<file path="config.mk">
export PLATFORM = sky130hd
export DESIGN_NAME = fetch_unit_q
export DESIGN_NICKNAME = d
export VERILOG_FILES = /design/src/rtl/fetch_unit_q.sv
export SDC_FILE = /design/constraint.sdc
export NUM_CORES = 1
export LEC_CHECK = 0
export BUFFER_PORTS_ARGS = -buffer_cell sky130_fd_sc_hd__buf_4
export CAP_MARGIN = 5
export CORE_MARGIN = 8
export CORE_UTILIZATION = 50
export CTS_CLUSTER_SIZE = 28
export DETAILED_ROUTE_END_ITERATION = 7
export PLACE_DENSITY_LB_ADDON = 0.3
export SYNTH_ARGS = -nofsm -noshare
export SYNTH_HDL_FRONTEND = slang
export SYNTH_SLANG_ARGS = --single-unit
</file>
<file path="constraint.sdc">
create_clock -name clk -period 2.98 [get_ports clk]
set_input_delay 0.298 -clock clk [delete_from_list [all_inputs] [get_ports clk]]
set_output_delay 0.298 -clock clk [all_outputs]
set_load 0.005 [all_outputs]
</file>
<file path="src/rtl/fetch_unit_q.sv">
`timescale 1ns/1ps
`default_nettype none
// ============================================================================
// Module      : fetch_unit_q
// Description : Sequential instruction fetch into a decoupled {pc, inst} queue,
//               with redirect/flush and halt-opcode detection.
// Revision    : 1.0
// ============================================================================
module fetch_unit_q #(
  parameter int               XLEN        = 32,
  parameter int               IMEM_DEPTH  = 1024,
  parameter int               FQ_DEPTH    = 4,
  parameter logic [5:0]       HALT_OPCODE = 6'h11,
  parameter logic [XLEN-1:0]  RESET_PC    = '0,
  localparam int              IDX_W       = $clog2(IMEM_DEPTH)
) (
  input  logic              clk,
  input  logic              rst,
  output logic              imem_req,
  output logic [IDX_W-1:0]  imem_addr,
  input  logic [XLEN-1:0]   imem_rdata,
  input  logic              redirect_valid,
  input  logic [XLEN-1:0]   redirect_pc,
  output logic              out_valid,
  input  logic              out_ready,
  output logic [XLEN-1:0]   out_inst,
  output logic [XLEN-1:0]   out_pc,
  output logic              halted
);

  localparam int              PTR_W   = $clog2(FQ_DEPTH);
  localparam int              CNT_W   = PTR_W + 1;
  localparam logic [CNT_W:0]  DEPTH_C = (CNT_W+1)'(FQ_DEPTH);

  logic [XLEN-1:0]  fetch_pc;
  logic [XLEN-1:0]  inflight_pc;
  logic             inflight;
  logic             squash;
  logic             halt_seen;
  logic [CNT_W-1:0] count;
  logic [PTR_W-1:0] head;
  logic [PTR_W-1:0] tail;
  logic [XLEN-1:0]  q_inst [FQ_DEPTH];
  logic [XLEN-1:0]  q_pc   [FQ_DEPTH];

  logic             push;
  logic             pop;
  logic             halt_push;
  logic [CNT_W:0]   occupancy;
  logic [XLEN-1:0]  redirect_target;

  assign redirect_target = redirect_pc & ~XLEN'(3);
  assign occupancy       = {1'b0, count} + {{CNT_W{1'b0}}, inflight};
  assign push            = inflight & ~squash & ~redirect_valid;
  assign halt_push       = push & (imem_rdata[31:26] == HALT_OPCODE);
  assign out_valid       = (count != '0);
  assign pop             = out_valid & out_ready & ~redirect_valid;

  // The halt response itself blocks issue so nothing is fetched past it.
  assign imem_req  = rst & ~halt_seen & ~redirect_valid & ~halt_push & (occupancy < DEPTH_C);
  assign imem_addr = fetch_pc[IDX_W+1:2];

  assign out_inst  = out_valid ? q_inst[head] : '0;
  assign out_pc    = out_valid ? q_pc[head]   : '0;
  assign halted    = halt_seen & ~out_valid & ~inflight;

  always_ff @(posedge clk or negedge rst) begin
    if (!rst) begin
      fetch_pc    <= RESET_PC;
      inflight_pc <= '0;
      inflight    <= 1'b0;
      squash      <= 1'b0;
      halt_seen   <= 1'b0;
      count       <= '0;
      head        <= '0;
      tail        <= '0;
    end else if (redirect_valid) begin
      fetch_pc  <= redirect_target;
      squash    <= inflight;
      inflight  <= 1'b0;
      halt_seen <= 1'b0;
      count     <= '0;
      head      <= '0;
      tail      <= '0;
    end else begin
      squash   <= 1'b0;
      inflight <= imem_req;
      if (imem_req) begin
        inflight_pc <= fetch_pc;
        fetch_pc    <= fetch_pc + XLEN'(4);
      end
      if (push) tail <= tail + 1'b1;
      if (pop)  head <= head + 1'b1;
      if (push && !pop)      count <= count + 1'b1;
      else if (!push && pop) count <= count - 1'b1;
      if (halt_push) halt_seen <= 1'b1;
    end
  end

  // Queue storage needs no reset: entries are only visible while counted.
  always_ff @(posedge clk) begin
    if (push) begin
      q_inst[tail] <= imem_rdata;
      q_pc[tail]   <= inflight_pc;
    end
  end

endmodule
`default_nettype wire
</file>
# Word-level counts from Yosys, hierarchy flattened

Memory sizes are Yosys's and may differ from the RTL's.
Cells that the tools add are included.

Magnitude comparators: 1
$add $sub $neg: 6
Reduce and logical (&&, ||, !) cells: 11
Eq/ne operators: 1
Muxes and demuxes: 17
Bitwise gates (word level): 17

Operators by type and width:

| kind                                                        | number |
|---|---|
| two-way mux 32 bit                                          | 4 |
| adder 32 x 3 -> 32 bit (second input constant)              | 1 |
| bitwise AND 1 bit                                           | 11 |
| two-way mux 3 bit                                           | 3 |
| two-way mux 2 bit                                           | 4 |
| nonzero test 2 bit                                          | 4 |
| == test 6 x 5 -> 1 bit (second input constant)              | 1 |
| two-way mux 1 bit                                           | 6 |
| inverter 1 bit                                              | 6 |
| nonzero test 3 bit                                          | 2 |
| adder 2 x 1 -> 2 bit (second input constant)                | 2 |
| adder 3 x 1 -> 4 bit                                        | 1 |
| less-than comparator 4 x 3 -> 1 bit (second input constant) | 1 |
| adder 3 x 1 -> 3 bit (second input constant)                | 1 |
| subtractor 3 x 1 -> 3 bit (second input constant)           | 1 |
| logical AND 1 bit                                           | 2 |
| logical NOT 1 bit                                           | 2 |
| AND reduction 2 bit                                         | 1 |

Input port bits: 68
Memories kept: 2
Flip-flop bits (word level): 74
Memory bits (writable): 256
Logic and storage cells: 63
Output and inout port bits: 77

Memory list:

| name   | words | bits a word | read ports | clocked after memory_dff | wr ports | RTL line | text |
|---|---|---|---|---|---|---|---|
| q_inst | 4     | 32          | 1          | 0                        | 1        | 43       | `logic [XLEN-1:0] q_inst [FQ_DEPTH];` |
| q_pc   | 4     | 32          | 1          | 0                        | 1        | 44       | `logic [XLEN-1:0] q_pc [FQ_DEPTH];` |

# Logic depth before layout (Yosys ltp)

Depth in word-level cells: 9
Depth in mapped cells: 10
Gate-level depth less buffers: 7

# Worst setup path after synthesis

OpenSTA, ideal clock, no wires.

Path type: in2reg
From: input port redirect_valid
To: memory q_inst[0][0] (enable)
Path buffers: 2
Required time: 2.553 ns
Arrival time: 2.317 ns
Slack: 0.237 ns
Setup time: 0.427 ns
Stages on the path: 4
Path through: buf_2 inv_1 clkbuf_1 and3_1

Cells in the longest elaborated chain, start to end: 4

Ends and longest elaborated chain:

| what                                    | RTL line | text |
|---|---|---|
| from (decl)                             | 22       | `input logic redirect_valid,` |
| inverter 1 bit (no line)                | n/a      |  |
| bitwise AND 1 bit                       | 54       | `assign push = inflight & ~squash & ~redirect_valid;` |
| two-way mux 1 bit                       | 102      | `if (push) begin` |
| two-way mux 1 bit (implied by the code) | 103      | `q_inst[tail] <= imem_rdata;` |
| to (decl)                               | 43       |  |

Every way passes these cells.

# Worst setup path in the final report

From: input port imem_rdata[26]
To: output port imem_req

Cells in the longest elaborated chain, start to end: 5

Ends and longest elaborated chain:

| what                           | RTL line | text |
|---|---|---|
| from (decl)                    | 21       | `input logic [XLEN-1:0] imem_rdata,` |
| == test 6 x 5 -> 1 bit         | 55       | `assign halt_push = push & (imem_rdata[31:26] == HALT_OPCODE);` |
| bitwise AND 1 bit              | 55       |  |
| inverter 1 bit                 | 60       | `assign imem_req = rst & ~halt_seen & ~redirect_valid & ~halt_push & (occupancy < DEPTH_C);` |
| bitwise AND 1 bit (2 in a row) | 60       |  |
| to (decl)                      | 19       | `output logic imem_req,` |

Every way passes these cells.

==> metrics.txt <==
Hold WS 0.02454 ns; row cnt 59; fin crit period 2.858 ns; synth warn 0; DRT antenna net count 0; Vias/cell 5.592; Worst-path clk slew 0.06 ns; Distinct cells, synth 56; Chip Width 177.2 um; met3 WL 1507 um; Fill cells 1914; Tot GR Track Use 17.71%; largest net degree at the start of global routing 71; Root Driver clkbuf_16; Leak 0.005851 uW; Setup TNS 0 ns; ys async rst share 22.01%; vias 7505; final WL 27630 um; Layout Skew 0.01442 ns; Detailed Routing Iterations Pass 1 5; WP buf/inv 4; Fmax 349.9 MHz; outcome finished clean; cell count after synthesis 803; Slew Limit Fails 0; highest metal used met4; type of origin of the critical path primary input; Max Cap Viol 0; met2 routed WL 13770 um; FF+latch count, synth 318; Max VDD drop 0.4642 mV; Area growth syn-to-layout 22.40%; Final Hold Fails 0; Initial Util 50.42%; Setup Buffers After CTS 0; Setup CP Type in -> out; Max stage delay on crit path 0.58 ns; Post-synth EDFFs 248; critical path fanouts, max 41; htree depth 2; RSZ-0062 raised after global routing no; clock sink total 318; nets 1056; vias in the first global route 7846; GRT Residual Overflow 0; CP Data Arrival Time 2.56 ns; PortBufs 140; CP Cell Sequence dlygate4sd3_1, buf_4, nor4b_2, a41oi_2, nand2_2, inv_2, buf_4; CTS Buffer Depth 3; Slew Limit Headroom 38.38%; die area 31400 um2; r2r setup slk 0.73 ns; Crit path top cell by count buf_4; actual slew at the worst max-slew pin 0.9243 ns; multi-input combinational cell area 3498 um2; top-level I/O count 145; CTS tree built; Die H 177.2 um; 1st-iter DRT viols 559; Worst Hold Class in -> reg; critical path endpoint category output port; initial antenna violation count 0; Cell Area, Synth 12990 um2; DP HPWL 17340 um; Worst-Skew Late Latency 0.50 ns; core box area 25760 um2; Seq/Total Area, Yosys 70.81%; setup violators final 0; Antenna diodes 0; critical path's top delay family buffers and inverters; Final Cycle Share 95.90%; Power Dens Cells 765.6 nW/um2; CP required 2.68 ns; GP Congestion 0.8110; first-pass GRT wire length 43040 um; register area 9204 um2; DRT met1 WL 11700 um; syn_area_per_cell 16.18 um2; slowest cell on the critical path inv_2; Post-route DRC 0; layout cell share with drive strength beyond 1 29.10%; TritonCTS buffer count 34; Primary FF master, synth edfxtp_1; DR WL/cell 20.59 um
per-stage QoR:
stage / instance area (um2) / cells / total power (uW) / worst slack [ns] / util (%)
6_report: 15900 / 1342 / 12170 / 0.1223 / 61.72
5_1_grt: 15900 / 1342 / 12730 / 0.03326 / 61.72
4_1_cts: 15900 / 1342 / 12350 / 0.1605 / 61.72
3_5_place_dp: 14520 / 1250 / 8326 / 0.6577 / 56.35
3_3_place_gp: 14520 / 1250 / 8255 / 0.6920 / 56.35
2_1_floorplan: 13000 / 804 / 7045 / 0.2366 / -
cells by family (layout without fill, tap and decap cells):
group           after synthesis  count (layout)  synth area share [%]
flops                       318             318                 70.81
simple gates                265             265                 10.60
compound gates               77              77                 4.228
buf+inv                      67             270                 2.456
mux                          64              64                 10.90
fa+ha+maj                     6               6                0.6357
xor+xnor                      5               5                0.3371
other cells                   1               2               0.02887
path summary, 6_finish.rpt:
| kind | cells after the start | startpoint | to |
|---|---|---|---|
| min | 1 | imem_rdata[31] | q_inst[0][31] |
| max in group asynchronous | 2 | rst | head[0] |
| max | 7 | imem_rdata[26] | imem_req |
| max reg2reg | 6 | inflight | fetch_pc[30] |
| min reg2reg | 0 | inflight_pc[8] | q_pc[1][8] |
| min in group asynchronous | 2 | rst | inflight_pc[13] |
cell type report:
class	instances	share of cell area [%]
clock buffer	47	6.185
clock inverter	14	0.5665
inverter	14	0.3305
multi-input combinational	419	22.00
sequential	318	57.88
tap	335	2.636
timing repair buffer	195	10.40
cells in the mapped netlist (all sizes together) (7+ instances only):
library cell  count  share of area (%)
nand2           102                3.0
o21ai            23               0.89
nand4             9               0.48
or3               8               0.42
edfxtp          248                 57
nor2             15               0.43
clkbuf           23               0.66
a221o            11               0.86
a21o             10               0.58
o211ai            8               0.46
dfrtp            70                 13
buf              30                1.4
mux4             62                 11
a21oi             8               0.31
and3              7               0.34
inv              14               0.40
and2             66                3.2
nand3            21               0.89
nor3             16               0.62
flip-flops by register name (all words and copies together), names as in the netlist:
signal       flops
inflight_pc     30
head             2
halt_seen        1
fetch_pc        30
tail             2
inflight         1
q_pc           120
q_inst         128
count            3
squash           1
placed cells by master, fill, tap and decap left out, types with 5 or more instances in the layout:
| cell type | Yosys | routed |
|---|---|---|
| dlygate4sd3_1 | 0 | 31 |
| nor3_1 | 16 | 16 |
| dfrtp_1 | 70 | 68 |
| a21oi_1 | 8 | 8 |
| nand2_1 | 100 | 100 |
| clkbuf_16 | 0 | 37 |
| buf_12 | 0 | 9 |
| o21ai_0 | 22 | 22 |
| mux4_2 | 62 | 62 |
| o211ai_1 | 8 | 8 |
| or3_1 | 7 | 6 |
| clkinv_1 | 0 | 7 |
| a21o_1 | 10 | 10 |
| clkbuf_1 | 23 | 8 |
| nand4_1 | 8 | 8 |
| and2_1 | 65 | 65 |
| inv_1 | 13 | 13 |
| a221o_1 | 10 | 10 |
| nor4_1 | 5 | 5 |
| nand3_1 | 19 | 19 |
| edfxtp_1 | 248 | 248 |
| buf_4 | 13 | 155 |
| nor2_1 | 15 | 15 |
| ha_1 | 5 | 5 |
| clkinv_2 | 0 | 5 |
report_power, final:
group	switching, uW	total [uW]	internal, uW
combinational	1150	2570	1420
sequential	376	5620	5250
clock	1590	3980	2390
total	3110	12200	9060
layer usage:
metal	up-vias	GRT usage [%]
met5	-	0
met4	0	5.954
met3	52	3.307
met2	218	29.37
met1	3809	23.25
li1	3426	-
what timing repair did:
item / in CTS / in global routing
endpoints found under the setup margin: 0 / 0
endpoints found under the hold margin: 116 / 0
hold buffers: 31 / 0
resized for setup: 0 / 0
Power figures use the tool's default switching activity.
